$ cat config.mk
export PLATFORM = sky130hd
export DESIGN_NAME = enemy_move_sequencer
export DESIGN_NICKNAME = d
export VERILOG_FILES = /design/src/rtl/enemy_move_sequencer.sv
export SDC_FILE = /design/constraint.sdc
export NUM_CORES = 1
export LEC_CHECK = 0
export BUFFER_PORTS_ARGS = -buffer_cell sky130_fd_sc_hd__buf_2
export CAP_MARGIN = 10
export CORE_MARGIN = 5
export CORE_UTILIZATION = 35
export CTS_CLUSTER_DIAMETER = 200
export DETAILED_ROUTE_END_ITERATION = 6
export GPL_TIMING_DRIVEN = 0
export SLEW_MARGIN = 20
export SYNTH_ARGS = -nofsm -noshare
export SYNTH_HDL_FRONTEND = slang
export SYNTH_SLANG_ARGS = --single-unit
$ cat constraint.sdc
create_clock -name clk -period 2.91 [get_ports clk]
set_input_delay 0.291 -clock clk [delete_from_list [all_inputs] [get_ports clk]]
set_output_delay 0.291 -clock clk [all_outputs]
set_load 0.05 [all_outputs]
$ cat src/rtl/enemy_move_sequencer.sv
// Enemy tank move/fire sequencer: commits to a chase direction, detours around blocks, requests fire periodically.
// Latency: move_en/move_dir/fire_req register one cycle after frame_tick; fire_req holds until fire_ack (no other backpressure).
module enemy_move_sequencer #(
    parameter int unsigned HOLD_FRAMES   = 16,
    parameter int unsigned DETOUR_FRAMES = 8,
    parameter int unsigned FIRE_PERIOD   = 60,
    parameter logic [15:0] LFSR_SEED     = 16'hACE1
) (
    input  logic       clk,
    input  logic       rst,
    input  logic       enable,
    input  logic       frame_tick,
    input  logic [1:0] chase_dir,
    input  logic       blocked,
    input  logic       fire_ack,
    output logic [1:0] move_dir,
    output logic       move_en,
    output logic       fire_req,
    output logic [1:0] state_dbg
);

    localparam logic [1:0] ST_IDLE   = 2'd0;
    localparam logic [1:0] ST_CHASE  = 2'd1;
    localparam logic [1:0] ST_DETOUR = 2'd2;

    localparam logic [7:0] HOLD_RELOAD   = 8'(HOLD_FRAMES - 1);
    localparam logic [7:0] DETOUR_RELOAD = 8'(DETOUR_FRAMES - 1);
    localparam logic [7:0] FIRE_LAST     = 8'(FIRE_PERIOD - 1);

    logic [1:0]  state, state_nxt;
    logic [1:0]  dir_nxt;
    logic        move_en_nxt;
    logic [7:0]  hold_cnt, hold_nxt;
    logic [7:0]  detour_cnt, detour_nxt;
    logic        blk_cnt, blk_nxt;
    logic [7:0]  fire_cnt, fire_cnt_nxt;
    logic        fire_req_nxt;
    logic [15:0] lfsr, lfsr_nxt;

    // Right-shifting Galois form of x^16+x^14+x^13+x^11+1.
    assign lfsr_nxt = {1'b0, lfsr[15:1]} ^ (lfsr[0] ? 16'hB400 : 16'h0000);

    assign state_dbg = state;

    always_comb begin
        state_nxt   = state;
        dir_nxt     = move_dir;
        move_en_nxt = 1'b0;
        hold_nxt    = hold_cnt;
        detour_nxt  = detour_cnt;
        blk_nxt     = blk_cnt;
        if (!enable) begin
            state_nxt  = ST_IDLE;
            hold_nxt   = 8'd0;
            detour_nxt = 8'd0;
            blk_nxt    = 1'b0;
        end else if (frame_tick) begin
            case (state)
                ST_IDLE: begin
                    dir_nxt   = chase_dir;
                    hold_nxt  = HOLD_RELOAD;
                    state_nxt = ST_CHASE;
                end
                ST_CHASE: begin
                    if (blocked) begin
                        // Turn perpendicular; lfsr picks which side.
                        dir_nxt    = {~move_dir[1], lfsr[0]};
                        detour_nxt = DETOUR_RELOAD;
                        blk_nxt    = 1'b0;
                        state_nxt  = ST_DETOUR;
                    end else begin
                        move_en_nxt = 1'b1;
                        if (hold_cnt != 8'd0) begin
                            hold_nxt = hold_cnt - 8'd1;
                        end else begin
                            dir_nxt  = chase_dir;
                            hold_nxt = HOLD_RELOAD;
                        end
                    end
                end
                ST_DETOUR: begin
                    if (blocked) begin
                        dir_nxt = move_dir ^ 2'b01;
                        if (!blk_cnt) begin
                            blk_nxt = 1'b1;
                        end else begin
                            // Both perpendicular sides walled off: give up on the detour.
                            blk_nxt   = 1'b0;
                            hold_nxt  = HOLD_RELOAD;
                            state_nxt = ST_CHASE;
                        end
                    end else begin
                        move_en_nxt = 1'b1;
                        blk_nxt     = 1'b0;
                        if (detour_cnt == 8'd0) begin
                            dir_nxt   = chase_dir;
                            hold_nxt  = HOLD_RELOAD;
                            state_nxt = ST_CHASE;
                        end else begin
                            detour_nxt = detour_cnt - 8'd1;
                        end
                    end
                end
                default: state_nxt = ST_IDLE;
            endcase
        end
    end

    always_comb begin
        fire_req_nxt = fire_req;
        fire_cnt_nxt = fire_cnt;
        if (!enable) begin
            fire_req_nxt = 1'b0;
            fire_cnt_nxt = 8'd0;
        end else if (fire_req) begin
            // Count frozen while a request is outstanding, including on an ack+tick cycle.
            if (fire_ack) begin
                fire_req_nxt = 1'b0;
            end
        end else if (frame_tick && (state == ST_CHASE || state == ST_DETOUR)) begin
            if (fire_cnt == FIRE_LAST) begin
                fire_req_nxt = 1'b1;
                fire_cnt_nxt = 8'd0;
            end else begin
                fire_cnt_nxt = fire_cnt + 8'd1;
            end
        end
    end

    always_ff @(posedge clk) begin
        if (rst) begin
            state      <= ST_IDLE;
            move_dir   <= 2'd0;
            move_en    <= 1'b0;
            fire_req   <= 1'b0;
            hold_cnt   <= 8'd0;
            detour_cnt <= 8'd0;
            blk_cnt    <= 1'b0;
            fire_cnt   <= 8'd0;
            lfsr       <= LFSR_SEED;
        end else begin
            state      <= state_nxt;
            move_dir   <= dir_nxt;
            move_en    <= move_en_nxt;
            fire_req   <= fire_req_nxt;
            hold_cnt   <= hold_nxt;
            detour_cnt <= detour_nxt;
            blk_cnt    <= blk_nxt;
            fire_cnt   <= fire_cnt_nxt;
            lfsr       <= lfsr_nxt;
        end
    end

endmodule
==> results.toml <==
[timing]
fin_ws_ns = 0.675
worst_pin_slew_ns = 0.631
report.final.slew_viol_count = 0
setup_tns_ns = 0
hold_viol_final = 0
slew_headroom = 0.577
fin_crit_ns = 2.24
finalSetupViolCount = 0
rsz0062_at_grt = "false"
finClkSkew_ns = 0.00485
layout_worst_path_cycle_share = 0.768
clock.fmax_mhz = 447
holdWs_ns = 0.258

[floorplanning]
io_pins = 14
coreArea_sq_mm = 0.00635
initial_core_util = 0.361
die_h_um = 91.0
die_area_sq_mm = 0.00827
num_rows = 29
die_w_um = 91.0

[layout]
fin_cells = 348
nets = 288
area_growth_syn_to_layout_pct = 11.5
seq_area_sq_um = 941
fillers = 632
antenna_cells = 0
final_util = 0.403
multi_input_area_sq_mm = 0.00127
final_area_sq_mm = 0.00256
drive_gt1_frac = 0.151

[power]
pwr-share-comb = 0.103
power.share.switching = 0.239
p_int_uw = 969
power_mw = 1.27
p_sw_uw = 304
p_seq_frac = 0.533
p_per_area_mw_per_mm2 = 498
ir_drop_uv = 228
power.clock.fraction = 0.364
power_leakage_nw = 0.915

[yosys]
ys_ff_latch = 47
yosysMostFrequentCell = "dfxtp_1"
syn_nets = 269
ys.flop_type = "dfxtp_1"
yosysUniqueCellTypes = 54
yosys.area.top_type = "dfxtp_1"
syn_area_sq_mm = 0.00229
synth_edf_count = 0
synthCells = 252
synth_seq_area_share = 0.410
netlist_top_cells_area = "dfxtp_1, ha_1, nand2b_1"
synthTopCellsByCount = "dfxtp_1, nand2_1, nor2_1"
avgSynthCellArea_sq_um = 9.10
synth_top_area_share = 0.410
async_flop_share = 0
yosys_warnings = 0

[placement]
dp.cells = 341
placed_area_sq_mm = 0.00245
hpwl_um = 3370
port_buffers = 12
place.gp.congestion = 0.769
dp_slack_ns = 0.678

[critical_path]
r2r_start = "state_dbg[1]$_SDFFE_PP0P_"
r2r_cells = 7
cp-end-kind = "flop"
worstSetupPathType = "reg2reg"
path_max_fanout = 10
ff2ff_setup_slack_ns = 0.67
r2r_end = "detour_cnt[3]$_SDFFE_PP0P_"
start_kind = "flop"
required_ns = 3.13
worstPathArrival_ns = 2.46

[clocking]
cts_hold_buf = 0
cts_resized = 0
clock_latency_ns = 0.29
cts_tree = "built"
numCtsBuffers = 5
cts_setup_buffers = 0
clock_path_buffers = 2
cts_root_buf = "clkbuf_8"
cts.sinks = 47
clkTransAtPathRegs_ns = 0.09
h-tree-depth = 2

[global_route]
grtUsageTotal = 0.118
grt-ovfl-total = 0
antenna_found_initial = 0
grt_pass1_wl_um = 8170
grt_pass1_vias = 1676
grt_max_degree = 15

[run_status]
outcome = "completed"

[flow_run]
drv_cap = 0

[routing]
vias_per_cell = 5.22
dr.pass1.iters = 4
finalWirelength_um = 4730
wl_per_cell_um = 13.6
drc = 0
vias = 1815
drtIter0Drc = 61
postRouteAntennaNets = 0

[worst_hold_path]
hold_end = "fire_req$_SDFF_PP0_"
hold_path_class = "in2reg"
whs_path_depth = 3
hp-start = "fire_ack"
sequential cells by signal, indices dropped and copies added (netlist names):
register,cells
state_dbg,2
blk_cnt,1
detour_cnt,8
fire_req,1
move_en,1
hold_cnt,8
move_dir,2
fire_cnt,8
lfsr,16
cells by family (layout without fill, tap and decap cells):
family | after synthesis | after routing | share of synthesized area
DFF | 47 | 47 | 0.410
adders and majority gates | 9 | 9 | 0.0491
buffers and inverters | 20 | 39 | 0.0349
muxes | 5 | 5 | 0.0218
AOI/OAI and AO/OA | 52 | 52 | 0.172
xor gates and xnor gates | 10 | 10 | 0.0382
and+or+nand+nor | 109 | 109 | 0.274
layer usage:
layer / share of wire / GRT usage / vias to the layer above
li1: - / - / 943
met1: 0.52 / 0.168 / 844
met2: 0.44 / 0.173 / 26
met3: 0.029 / 0.0281 / 2
met4: 0.0099 / 0.0440 / 0
met5: 0 / 0 / -
worst max-delay path by stage:
| stage | startpoint | endpoint | slack [ns] | cells after the start |
|---|---|---|---|---|
| final | state_dbg[1]$_SDFFE_PP0P_ | detour_cnt[3]$_SDFFE_PP0P_ | 0.67 | 7 |
| after floorplan | state_dbg[1]$_SDFFE_PP0P_ | detour_cnt[3]$_SDFFE_PP0P_ | 0.58 | 7 |
| after CTS | state_dbg[1]$_SDFFE_PP0P_ | detour_cnt[3]$_SDFFE_PP0P_ | 0.66 | 7 |
| after detailed placement | state_dbg[1]$_SDFFE_PP0P_ | detour_cnt[3]$_SDFFE_PP0P_ | 0.68 | 7 |
| after global placement | state_dbg[1]$_SDFFE_PP0P_ | detour_cnt[3]$_SDFFE_PP0P_ | 0.72 | 7 |
| after global routing | state_dbg[1]$_SDFFE_PP0P_ | detour_cnt[3]$_SDFFE_PP0P_ | 0.48 | 7 |
cells in the final DEF (no fill, tap or decap), types with 6 or more instances in the layout:
cell type	n
nand2_1	19
xnor2_1	8
a21oi_1	15
clkbuf_1	7
buf_2	16
nor2_1	18
or2_2	6
nor2b_1	11
dfxtp_1	47
nor3_1	7
ha_1	9
inv_1	9
nand2b_1	13
critical path: stages (launching register included):
cell and delay (ns):
dfxtp_1 0.42, inv_1 0.08, ha_1 0.21, clkbuf_1 0.25, and4bb_2 0.40, o21ai_4 0.10, a2111oi_1 0.46, mux2i_1 0.22
final cells by class:
type                    instances  share of cell area
multi-input cells             185               0.498
flip-flops and latches         47               0.368
well taps                      77              0.0377
clock buffers                   5              0.0269
repair buffers                 12              0.0235
plain buffers                  11              0.0181
clock inverters                 2              0.0147
inverters                       9              0.0132
power by group through the flow:
stage               clock (mW)  sequential [mW]  combinational (mW)
floorplan                    0            0.700              0.0907
global placement             0            0.694               0.129
detailed placement           0            0.694               0.131
CTS                      0.483            0.679               0.132
global route             0.510            0.682               0.146
finish                   0.463            0.679               0.131
Note: power is estimated with default switching activity, not from simulation.
